### config.mk
export PLATFORM = sky130hd
export DESIGN_NAME = ft_frame_tx
export DESIGN_NICKNAME = d
export VERILOG_FILES = /design/src/rtl/ft_frame_tx.sv
export SDC_FILE = /design/constraint.sdc
export NUM_CORES = 1
export LEC_CHECK = 0
export CAP_MARGIN = 20
export CORE_UTILIZATION = 45
export DETAILED_ROUTE_END_ITERATION = 10
export GPL_TIMING_DRIVEN = 0
export PLACE_DENSITY = 0.67
export SYNTH_ARGS = -nofsm -noshare
export SYNTH_HDL_FRONTEND = slang
export SYNTH_SLANG_ARGS = --single-unit
### constraint.sdc
create_clock -name clk -period 3.85 [get_ports clk]
set_input_delay 1.155 -clock clk [delete_from_list [all_inputs] [get_ports clk]]
set_output_delay 1.155 -clock clk [all_outputs]
set_load 0.01 [all_outputs]
### src/rtl/ft_frame_tx.sv
// FT2232H synchronous-FIFO transmit framer: START_FLAG, FRAME_LEN payload bytes from the
// sample FIFO, STOP_FLAG, then a done pulse. A 2-entry skid keeps one byte/cycle across TXE# stalls.
module ft_frame_tx #(
    parameter int unsigned           FRAME_LEN  = 40960,
    parameter int unsigned           DATA_WIDTH = 8,
    parameter logic [DATA_WIDTH-1:0] START_FLAG = 8'h5A,
    parameter logic [DATA_WIDTH-1:0] STOP_FLAG  = 8'hA5
) (
    input  logic                  clk,
    input  logic                  rst,
    input  logic                  frame_req_i,
    output logic                  frame_done_o,
    output logic                  busy_o,
    input  logic                  fifo_empty_i,
    output logic                  fifo_ren_o,
    input  logic [DATA_WIDTH-1:0] fifo_rdata_i,
    input  logic                  ft_txe_n_i,
    output logic                  ft_wr_n_o,
    output logic [DATA_WIDTH-1:0] ft_data_o
);

    localparam int unsigned      CNT_W    = $clog2(FRAME_LEN + 1);
    localparam logic [CNT_W-1:0] LEN_C    = CNT_W'(FRAME_LEN);
    localparam logic [CNT_W-1:0] LAST_IDX = CNT_W'(FRAME_LEN - 1);

    typedef enum logic [2:0] {
        S_IDLE,
        S_START,
        S_DATA,
        S_STOP,
        S_DONE,
        S_REARM
    } state_t;

    state_t                r_state;
    state_t                w_next;
    logic [DATA_WIDTH-1:0] r_skid0;
    logic [DATA_WIDTH-1:0] r_skid1;
    logic [1:0]            r_occ;
    logic                  r_inflight;
    logic [CNT_W-1:0]      r_sent_cnt;
    logic [CNT_W-1:0]      r_rd_cnt;

    logic                  w_have_byte;
    logic [DATA_WIDTH-1:0] w_data;
    logic                  w_accept;
    logic                  w_pop;
    logic [1:0]            w_level;
    logic [1:0]            w_occ_after_pop;

    // Output decode, write handshake, read issue and next state
    always_comb begin
        w_next       = r_state;
        w_have_byte  = 1'b0;
        w_data       = '0;
        frame_done_o = 1'b0;
        busy_o       = 1'b1;

        case (r_state)
            S_IDLE:  busy_o = 1'b0;
            S_START: begin
                w_have_byte = 1'b1;
                w_data      = START_FLAG;
            end
            S_DATA: begin
                w_have_byte = (r_occ != 2'd0);
                w_data      = r_skid0;
            end
            S_STOP: begin
                w_have_byte = 1'b1;
                w_data      = STOP_FLAG;
            end
            S_DONE:  frame_done_o = 1'b1;
            default: ;
        endcase

        w_accept        = ~ft_txe_n_i & w_have_byte;
        w_pop           = (r_state == S_DATA) & w_accept;
        w_occ_after_pop = r_occ - {1'b0, w_pop};
        w_level         = w_occ_after_pop + {1'b0, r_inflight};
        ft_wr_n_o       = ~w_accept;
        ft_data_o       = w_data;

        // Skid level counts the in-flight byte so the 2-entry skid can never overflow
        fifo_ren_o = ((r_state == S_START) || (r_state == S_DATA) || (r_state == S_STOP))
                     & ~fifo_empty_i & (r_rd_cnt < LEN_C) & (w_level < 2'd2);

        case (r_state)
            S_IDLE:  if (frame_req_i) w_next = S_START;
            S_START: if (w_accept) w_next = S_DATA;
            S_DATA:  if (w_pop && (r_sent_cnt == LAST_IDX)) w_next = S_STOP;
            S_STOP:  if (w_accept) w_next = S_DONE;
            S_DONE:  w_next = S_REARM;
            S_REARM: if (!frame_req_i) w_next = S_IDLE;
            default: w_next = S_IDLE;
        endcase
    end

    // State, counters and skid storage
    always_ff @(posedge clk or posedge rst) begin
        if (rst) begin
            r_state    <= S_IDLE;
            r_skid0    <= '0;
            r_skid1    <= '0;
            r_occ      <= 2'd0;
            r_inflight <= 1'b0;
            r_sent_cnt <= '0;
            r_rd_cnt   <= '0;
        end else begin
            r_state <= w_next;
            if ((r_state == S_IDLE) && frame_req_i) begin
                r_occ      <= 2'd0;
                r_inflight <= 1'b0;
                r_sent_cnt <= '0;
                r_rd_cnt   <= '0;
            end else begin
                r_inflight <= fifo_ren_o;
                r_occ      <= w_level;
                if (fifo_ren_o) r_rd_cnt <= r_rd_cnt + CNT_W'(1);
                if (w_pop) begin
                    r_sent_cnt <= r_sent_cnt + CNT_W'(1);
                    r_skid0    <= r_skid1;
                end
                // Landing byte goes to the first free slot after this cycle's pop
                if (r_inflight) begin
                    if (w_occ_after_pop == 2'd0) r_skid0 <= fifo_rdata_i;
                    else                         r_skid1 <= fifo_rdata_i;
                end
            end
        end
    end

endmodule

# After elaboration in Yosys (flattened, before gate mapping)
# Cells that the tools add are included.
# W data, S select, Z words.
word_totals:
  register_bits: 54
  in_bits: 13
  output_inout_bits: 12
  wordCells: 65
op_classes:
  add_sub_neg: 4
  order_cmp: 2
  n_eq_ne: 11
  muxes: 19
  bitwise_logic: 10
  n_reduce_logical: 12
op_table:
  columns: ["cell", "n"]
  rows:
  - ["$mux W16", 4]
  - ["$add A16 B1 Y16 const B", 2]
  - ["$mux W8", 3]
  - ["$pmux W8 S3", 1]
  - ["$pmux W3 S6", 1]
  - ["$eq A16 B16 Y1 const B", 1]
  - ["$lt A16 B16 Y1 const B", 1]
  - ["$mux W3", 5]
  - ["$ne A2 B2 Y1 const B", 4]
  - ["$eq A3 B2 Y1 const B", 2]
  - ["$eq A3 B3 Y1 const B", 2]
  - ["$reduce_bool A2 Y1", 3]
  - ["$and A1 B1 Y1", 5]
  - ["$not A1 Y1", 5]
  - ["$reduce_and A5 Y1", 1]
  - ["$eq A3 B1 Y1 const B", 1]
  - ["$logic_not A3 Y1", 1]
  - ["$mux W1", 3]
  - ["$reduce_and A3 Y1", 1]
  - ["$add A2 B1 Y2", 1]
  - ["$logic_and A1 B1 Y1", 2]
  - ["$logic_not A2 Y1", 1]
  - ["$logic_or A1 B1 Y1", 2]
  - ["$lt A2 B2 Y1 const B", 1]
  - ["other kinds (5)", 5]

# Logic depth before layout (Yosys ltp)
# Gate-level depths: netlist of run 1.
depth:
  word_depth: 11
  mapped_depth: 12

# Worst setup path before layout of run 1
# OpenSTA, ideal clock, no wires.
synth_timing:
  path_type: "input-to-output"
  start: "input ft_txe_n_i"
  end: "output fifo_ren_o"
  arrival_time_ps: 2738
  setup_slack_ps: -43
  path_stages: 9
  cell_sequence: "or4b_1 > buf_6 > nand2_1 > nand2_1 > ha_1 > nor2b_1 > a31oi_1 > and3_1 > buf_4"
synth_via:
  elab_chain_cells: 7
synth_rtl:
  columns: ["element", "line_no", "rtl"]
  rows:
  - ["from (decl)", "17", "input logic ft_txe_n_i,"]
  - ["$not A1 Y1", "77", "w_accept = ~ft_txe_n_i & w_have_byte;"]
  - ["$and A1 B1 Y1", "77", null]
  - ["$and A1 B1 Y1", "78", "w_pop = (r_state == S_DATA) & w_accept;"]
  - ["$sub A2 B1 Y2", "79", "w_occ_after_pop = r_occ - {1'b0, w_pop};"]
  - ["$add A2 B1 Y2", "80", "w_level = w_occ_after_pop + {1'b0, r_inflight};"]
  - ["$lt A2 B2 Y1", "86", "& ~fifo_empty_i & (r_rd_cnt < LEN_C) & (w_level < 2'd2);"]
  - ["$and A1 B1 Y1", "86", null]
  - ["to (decl)", "15", "output logic fifo_ren_o,"]
# Every way passes these cells.

# Worst setup path after layout of run 1
# Same ends and word-level chain as after synthesis.

==> results of run 1 <==
==> sequential cells by signal (all words and copies together), names as in the netlist <==
signal      cells
r_occ           2
r_state         3
r_rd_cnt       16
r_skid0         8
r_skid1         8
r_sent_cnt     16
r_inflight      1
==> worst register-to-register path, delay by kind of cell, from the launching register on <==
kind,cells,cell delay [ps]
and+or+nand+nor,6,1180
DFF,1,440
AOI/OAI and AO/OA,2,270
buffers and inverters,9,1170
adders and majority gates,1,140
==> through the flow <==
| stage | setup slack, ps | utilization, % | hold WS (ps) |
|---|---|---|---|
| after global placement | -1140 | 53.0 | 462 |
| final | -29.6 | 57.7 | 494 |
| after floorplan | -10.4 | - | 437 |
| after detailed placement | -1160 | 53.3 | 471 |
| after CTS | -176 | 56.6 | 486 |
| after global routing | -74.8 | 57.7 | 504 |
==> repair_timing <==
action,4_1_cts,5_1_grt
cloned,0,1
buffers inserted,13,1
gates resized for setup,15,10
pin swaps,5,5
setup endpoints to repair,1,11
==> worst max path at each step <==
stage,to
2_1_floorplan,fifo_ren_o
3_3_place_gp,fifo_ren_o
3_5_place_dp,fifo_ren_o
4_1_cts,fifo_ren_o
5_1_grt,fifo_ren_o
6_report,fifo_ren_o
==> cells by family after synthesis <==
group,after synthesis
AO/OA/AOI/OAI,38
adder cells (fa/ha/maj),3
buffers and inverters,26
multiplexers,16
XOR/XNOR,16
AND/OR/NAND/NOR,138
flip-flops,54
==> layer usage <==
metal	wire [um]	track usage [%]	vias up	share of wire (%)
met5	0	0	-	0
met4	100	6.25	0	1.6
met3	254	4.27	10	4.0
met2	3190	35.4	54	50
met1	2790	26.4	1123	44
li1	-	-	1124	-
==> synthesized netlist by cell type, types with 2 or more instances <==
library cell	n	area, um^2
o31ai_1	2	15.0
nor4_1	3	18.8
and2_1	4	25.0
clkbuf_1	7	26.3
o211ai_1	3	22.5
nor3_1	10	50.1
nand2_1	31	116
nor2_1	39	146
dfrtp_1	54	1350
and4_1	4	35.0
xnor2_1	9	78.8
inv_1	14	52.6
ha_1	3	37.5
nor2b_1	6	37.5
a31oi_1	2	12.5
a21oi_1	10	50.1
o21ai_0	5	25.0
buf_4	3	22.5
xor2_1	7	61.3
nand2b_1	4	25.0
nand3_1	10	50.1
and3_1	4	25.0
nand4_1	12	75.1
mux2_2	8	90.1
nand4b_1	2	17.5
a31o_2	3	26.3
a222oi_1	8	80.1
mux2i_1	8	80.1
==> cell type report <==
cell class | instances | area (um^2)
buffer | 10 | 53.8
clock buffer | 5 | 68.8
clock inverter | 3 | 22.5
fill | 538 | 2520
inverter | 14 | 52.6
multi-input combinational | 211 | 1400
sequential | 54 | 1350
tap | 75 | 93.8
timing repair buffer | 39 | 389
==> power breakdown <==
part           internal, uW  leakage, uW  switching, uW
clock network           132    0.0000489            197
registers               709     0.000714            109
logic                   526     0.000779            560
total                  1370      0.00154            866
==> impl_metrics.ini, run 1 <==
[layout]
diodes = 0
final_cell_mix = dfrtp_1 (54), nor2_1 (39), nand2_1 (29), clkdlybuf4s50_1 (22), buf_4 (14)
final_cells = 411
final_common_cell = dfrtp_1
final_cell_area_mm2 = 0.00343
synthToLayoutAreaGrowth_pct = 22.4
layout-drive-gt1-share_pct = 16.1
nNetsFinal = 351

[global_routing]
gr-usage-all-layers_pct = 20.8
grt_max_degree = 32
grt_pass1_vias = 2178
overflow = 0
grt_pass1_wl_um = 10400
antenna_found_initial = 0

[placement]
numPortBuffers = 24
gp_congestion = 0.792
dp_hpwl_um = 4260
dp_cells = 391
dpl-instance-area_mm2 = 0.00317

[floorplan]
fp.dieH_um = 81.0
start_util_pct = 47.1
io_pins = 25
coreArea_mm2 = 0.00596
rows = 28
die_x_um = 81.0
dieArea_mm2 = 0.00656

[synthesis]
synth_top_family_by_area = simple AND/OR/NAND/NOR gates
synth.net_count = 307
ys_warn_count = 0
synth_area_per_cell_um2 = 9.64
syn_area_mm2 = 0.00281
synthSimpleGateAreaFrac_pct = 25.2
syn_inst = 291
synth_flop_cell = dfrtp_1
synth_edf_count = 0
synth_fa_ha_area_share_pct = 1.34
async_flop_share_pct = 100
synth.distinct_cells = 44
synthMuxAreaShare_pct = 6.06
synth_compound_area_share_pct = 10.0
ys_seq_area_share_pct = 48.1
yosys.area_share.xor_xnor_pct = 4.99
synth_seq_cells = 54

[timing]
rsz0062_at_grt = yes
fin_crit_sh_pct = 101
setup_tns_ps = -29.6
finalWorstSetupSlack_ps = -29.6
fin_worst_skew_ps = 9.95
slew_violations = 0
fin_crit_ps = 3880
slew_headroom_pct = 49.0
fmax_ghz = 0.258
setup_viol = 1
worst-slew-pin-transition_ps = 754
hold_violations = 0

[worst_setup_path]
rr_worst_depth = 18
r2r-start = r_state[2]
r2r_setup_slack_ps = 560
crit_buf_inv = 2
cp.required_ps = 2690
rr_endpoint = r_rd_cnt[14]
path_cells = buf_8, or4b_4, nor2_1, nand2_1, nand2_2, ha_4, nor2b_4, a31oi_2, and3_4, buf_6
worstSetupEndpointType = output port
crit_start = ft_txe_n_i
critPathMaxFanout = 4
crit_path_start_kind = primary input
crit_family = simple AND/OR/NAND/NOR gates
crit_cells = 10
worst_path_max_delay_cell = or4b_4
path_class = in -> out
max_stage_delay_ps = 520
arrival_ps = 2720

[min_path]
min_to = r_rd_cnt[9]
min_path_cells = 1
min-delay-start = r_rd_cnt[9]
hp-class = reg -> reg

[status]
status = finished with violations
violations = negative setup slack

[clock_network]
cts_tree = built
clock_sinks = 54
clk_pin_slew_ps = 110
numCtsBuffers = 5
hold_buffers = 0
clockBufferDepth = 2
h-tree-depth = 2
cts_root_buf = clkbuf_8
worstSkewPairLatency_ps = 310

[power]
power.density_mw_per_mm2 = 650
total_power_uw = 2230
power.leakage_uw = 0.00154
ir_worst_vdd_mv = 0.401

[drt]
firstDrtPassIters = 8
drt_iter0_drc = 214
remaining_drc_errors = 0
ant_nets = 0
wl_um = 6340
vias = 2311
routedWlPerCell_um = 15.4
vias_per_cell = 5.62

[flow_run]
cap_violations = 0
Note: power is estimated with default switching activity, not from simulation.
==> run 2, diff against run 1 <==
Settings changed: CORE_MARGIN set to 4.
==> run 2 against run 1 <==
  * Worst setup slack got worse by 30 ps
  * Highest routed layer unchanged
  * Register-to-register slack worse by 160 ps
  * Global-route usage shrank 3.1 points
  * Largest power group unchanged
  * The run still ends with negative setup slack left
==> impl_metrics.ini, run 2 (synthesis results as in run 1) <==
[status]
status = finished with violations
violations = negative setup slack

[min_path]
hp-class = reg -> reg
min_path_cells = 1
min-delay-start = r_rd_cnt[9]
min_to = r_rd_cnt[9]

[clock_network]
clk_pin_slew_ps = 90
worstSkewPairLatency_ps = 310
cts_tree = built
clock_sinks = 54
clockBufferDepth = 2
h-tree-depth = 2
numCtsBuffers = 5
hold_buffers = 0
cts_root_buf = clkbuf_8

[floorplan]
rows = 28
dieArea_mm2 = 0.00756
start_util_pct = 46.8
io_pins = 25
die_x_um = 87.0
fp.dieH_um = 87.0
coreArea_mm2 = 0.00599

[worst_setup_path]
rr_worst_depth = 20
path_cells = buf_8, or4b_4, nor2_2, nand2_1, nand2_2, ha_4, nor2b_4, a31oi_4, and3_4, buf_6
worst_path_max_delay_cell = or4b_4
r2r-start = r_state[2]
max_stage_delay_ps = 520
crit_path_start_kind = primary input
critPathMaxFanout = 4
path_class = in -> out
cp.required_ps = 2690
rr_endpoint = r_rd_cnt[11]
crit_cells = 10
crit_family = simple AND/OR/NAND/NOR gates
worstSetupEndpointType = output port
crit_buf_inv = 2
r2r_setup_slack_ps = 400
arrival_ps = 2750

[power]
total_power_uw = 2180
power.density_mw_per_mm2 = 640
netSwitchingFraction_pct = 38.2
p_int_uw = 1350
combPwrFrac_pct = 47.7
clkPwrFrac_pct = 14.8
switchingPower_uw = 834
power.leakage_uw = 0.00153
seqPwrFrac_pct = 37.4
ir_worst_vdd_mv = 0.434

[flow_run]
cap_violations = 0

[layout]
final_common_cell = dfrtp_1
final_cells = 410
reg_top3 = r_rd_cnt x16, r_sent_cnt x16
nNetsFinal = 350
synthToLayoutAreaGrowth_pct = 21.6
diodes = 0
layout-drive-gt1-share_pct = 16.1
final_cell_mix = dfrtp_1 (54), nor2_1 (38), nand2_1 (29), clkdlybuf4s50_1 (22), buf_4 (14)

[timing]
rsz0062_at_grt = yes
slew_violations = 0
worst-slew-pin-transition_ps = 1040
holdWs_ps = 481
slew_headroom_pct = 29.4
fin_crit_sh_pct = 102
fin_crit_ps = 3910
hold_violations = 0
setup_tns_ps = -82.5
fin_worst_skew_ps = 6.40
setup_viol = 2
fmax_ghz = 0.256
finalWorstSetupSlack_ps = -59.8

[drt]
wl_um = 6140
remaining_drc_errors = 0
drt_iter0_drc = 180
firstDrtPassIters = 5
vias = 2270
routed-wl-met3_um = 181
ant_nets = 0
met1_length_um = 2880
routedWlPerCell_um = 15.0
wl_met2_um = 2980
top_layer = met4
vias_per_cell = 5.54

[global_routing]
gr-usage-all-layers_pct = 17.6
grt_pass1_vias = 2262
grt_max_degree = 31
overflow = 0
grt_pass1_wl_um = 10600
antenna_found_initial = 0

[placement]
dp_hpwl_um = 4210
dp_cells = 391
numPortBuffers = 24
gp_congestion = 0.843
-- run 2: changes by cell type in the layout (fill, tap and decap cells not counted), sizes merged --
cell / change
inv: -2
clkbuf: +1
-- run 2: how the worst max path moves through the flow --
stage | endpoint | startpoint
2_1_floorplan | fifo_ren_o | ft_txe_n_i
4_1_cts | fifo_ren_o | ft_txe_n_i
3_5_place_dp | fifo_ren_o | ft_txe_n_i
6_report | fifo_ren_o | ft_txe_n_i
3_3_place_gp | fifo_ren_o | ft_txe_n_i
5_1_grt | r_rd_cnt[11] | ft_txe_n_i
-- run 2: power by group through the flow --
| stage | Sequential [uW] | Combinational, uW | Clock (uW) |
|---|---|---|---|
| 6_report | 817 | 1040 | 324 |
| 5_1_grt | 837 | 1160 | 360 |
| 4_1_cts | 813 | 1020 | 338 |
| 3_5_place_dp | 824 | 955 | 0 |
| 3_3_place_gp | 819 | 935 | 0 |
| 2_1_floorplan | 795 | 646 | 0 |
-- run 2: repair_timing --
item,in CTS,in global routing
setup buffers,13,0
setup endpoints to repair,1,12
pin swaps,4,4
resized for setup,14,10
-- run 2: final cells by class --
class	count	area, um^2
inverters	14	52.6
clock buffers	7	86.3
clock inverters	1	5.00
fillers	519	2580
well taps	75	93.8
flip-flops and latches	54	1350
multi-input cells	211	1410
repair buffers	38	364
plain buffers	10	50.0
-- run 2: layer usage --
layer  track usage [%]  vias up
met3              2.84       10
met2              27.9       42
met5                 0        -
met4              7.79        0
met1              23.8     1097
li1                  -     1121
-- run 2: stage by stage --
step	setup slack, ps	utilization [%]	instance area [um^2]
after floorplan	-10.4	-	2820
after global placement	-1130	52.7	3150
after detailed placement	-1140	53.0	3170
after CTS	-160	56.2	3370
after global routing	-146	57.0	3410
final	-59.8	57.0	3410
==> run 3, diff against run 2 <==
Settings changed: CORE_MARGIN 4 to unset.
==> results of run 3 <==
Final layout, timing and power as in run 1 (identical DEF).
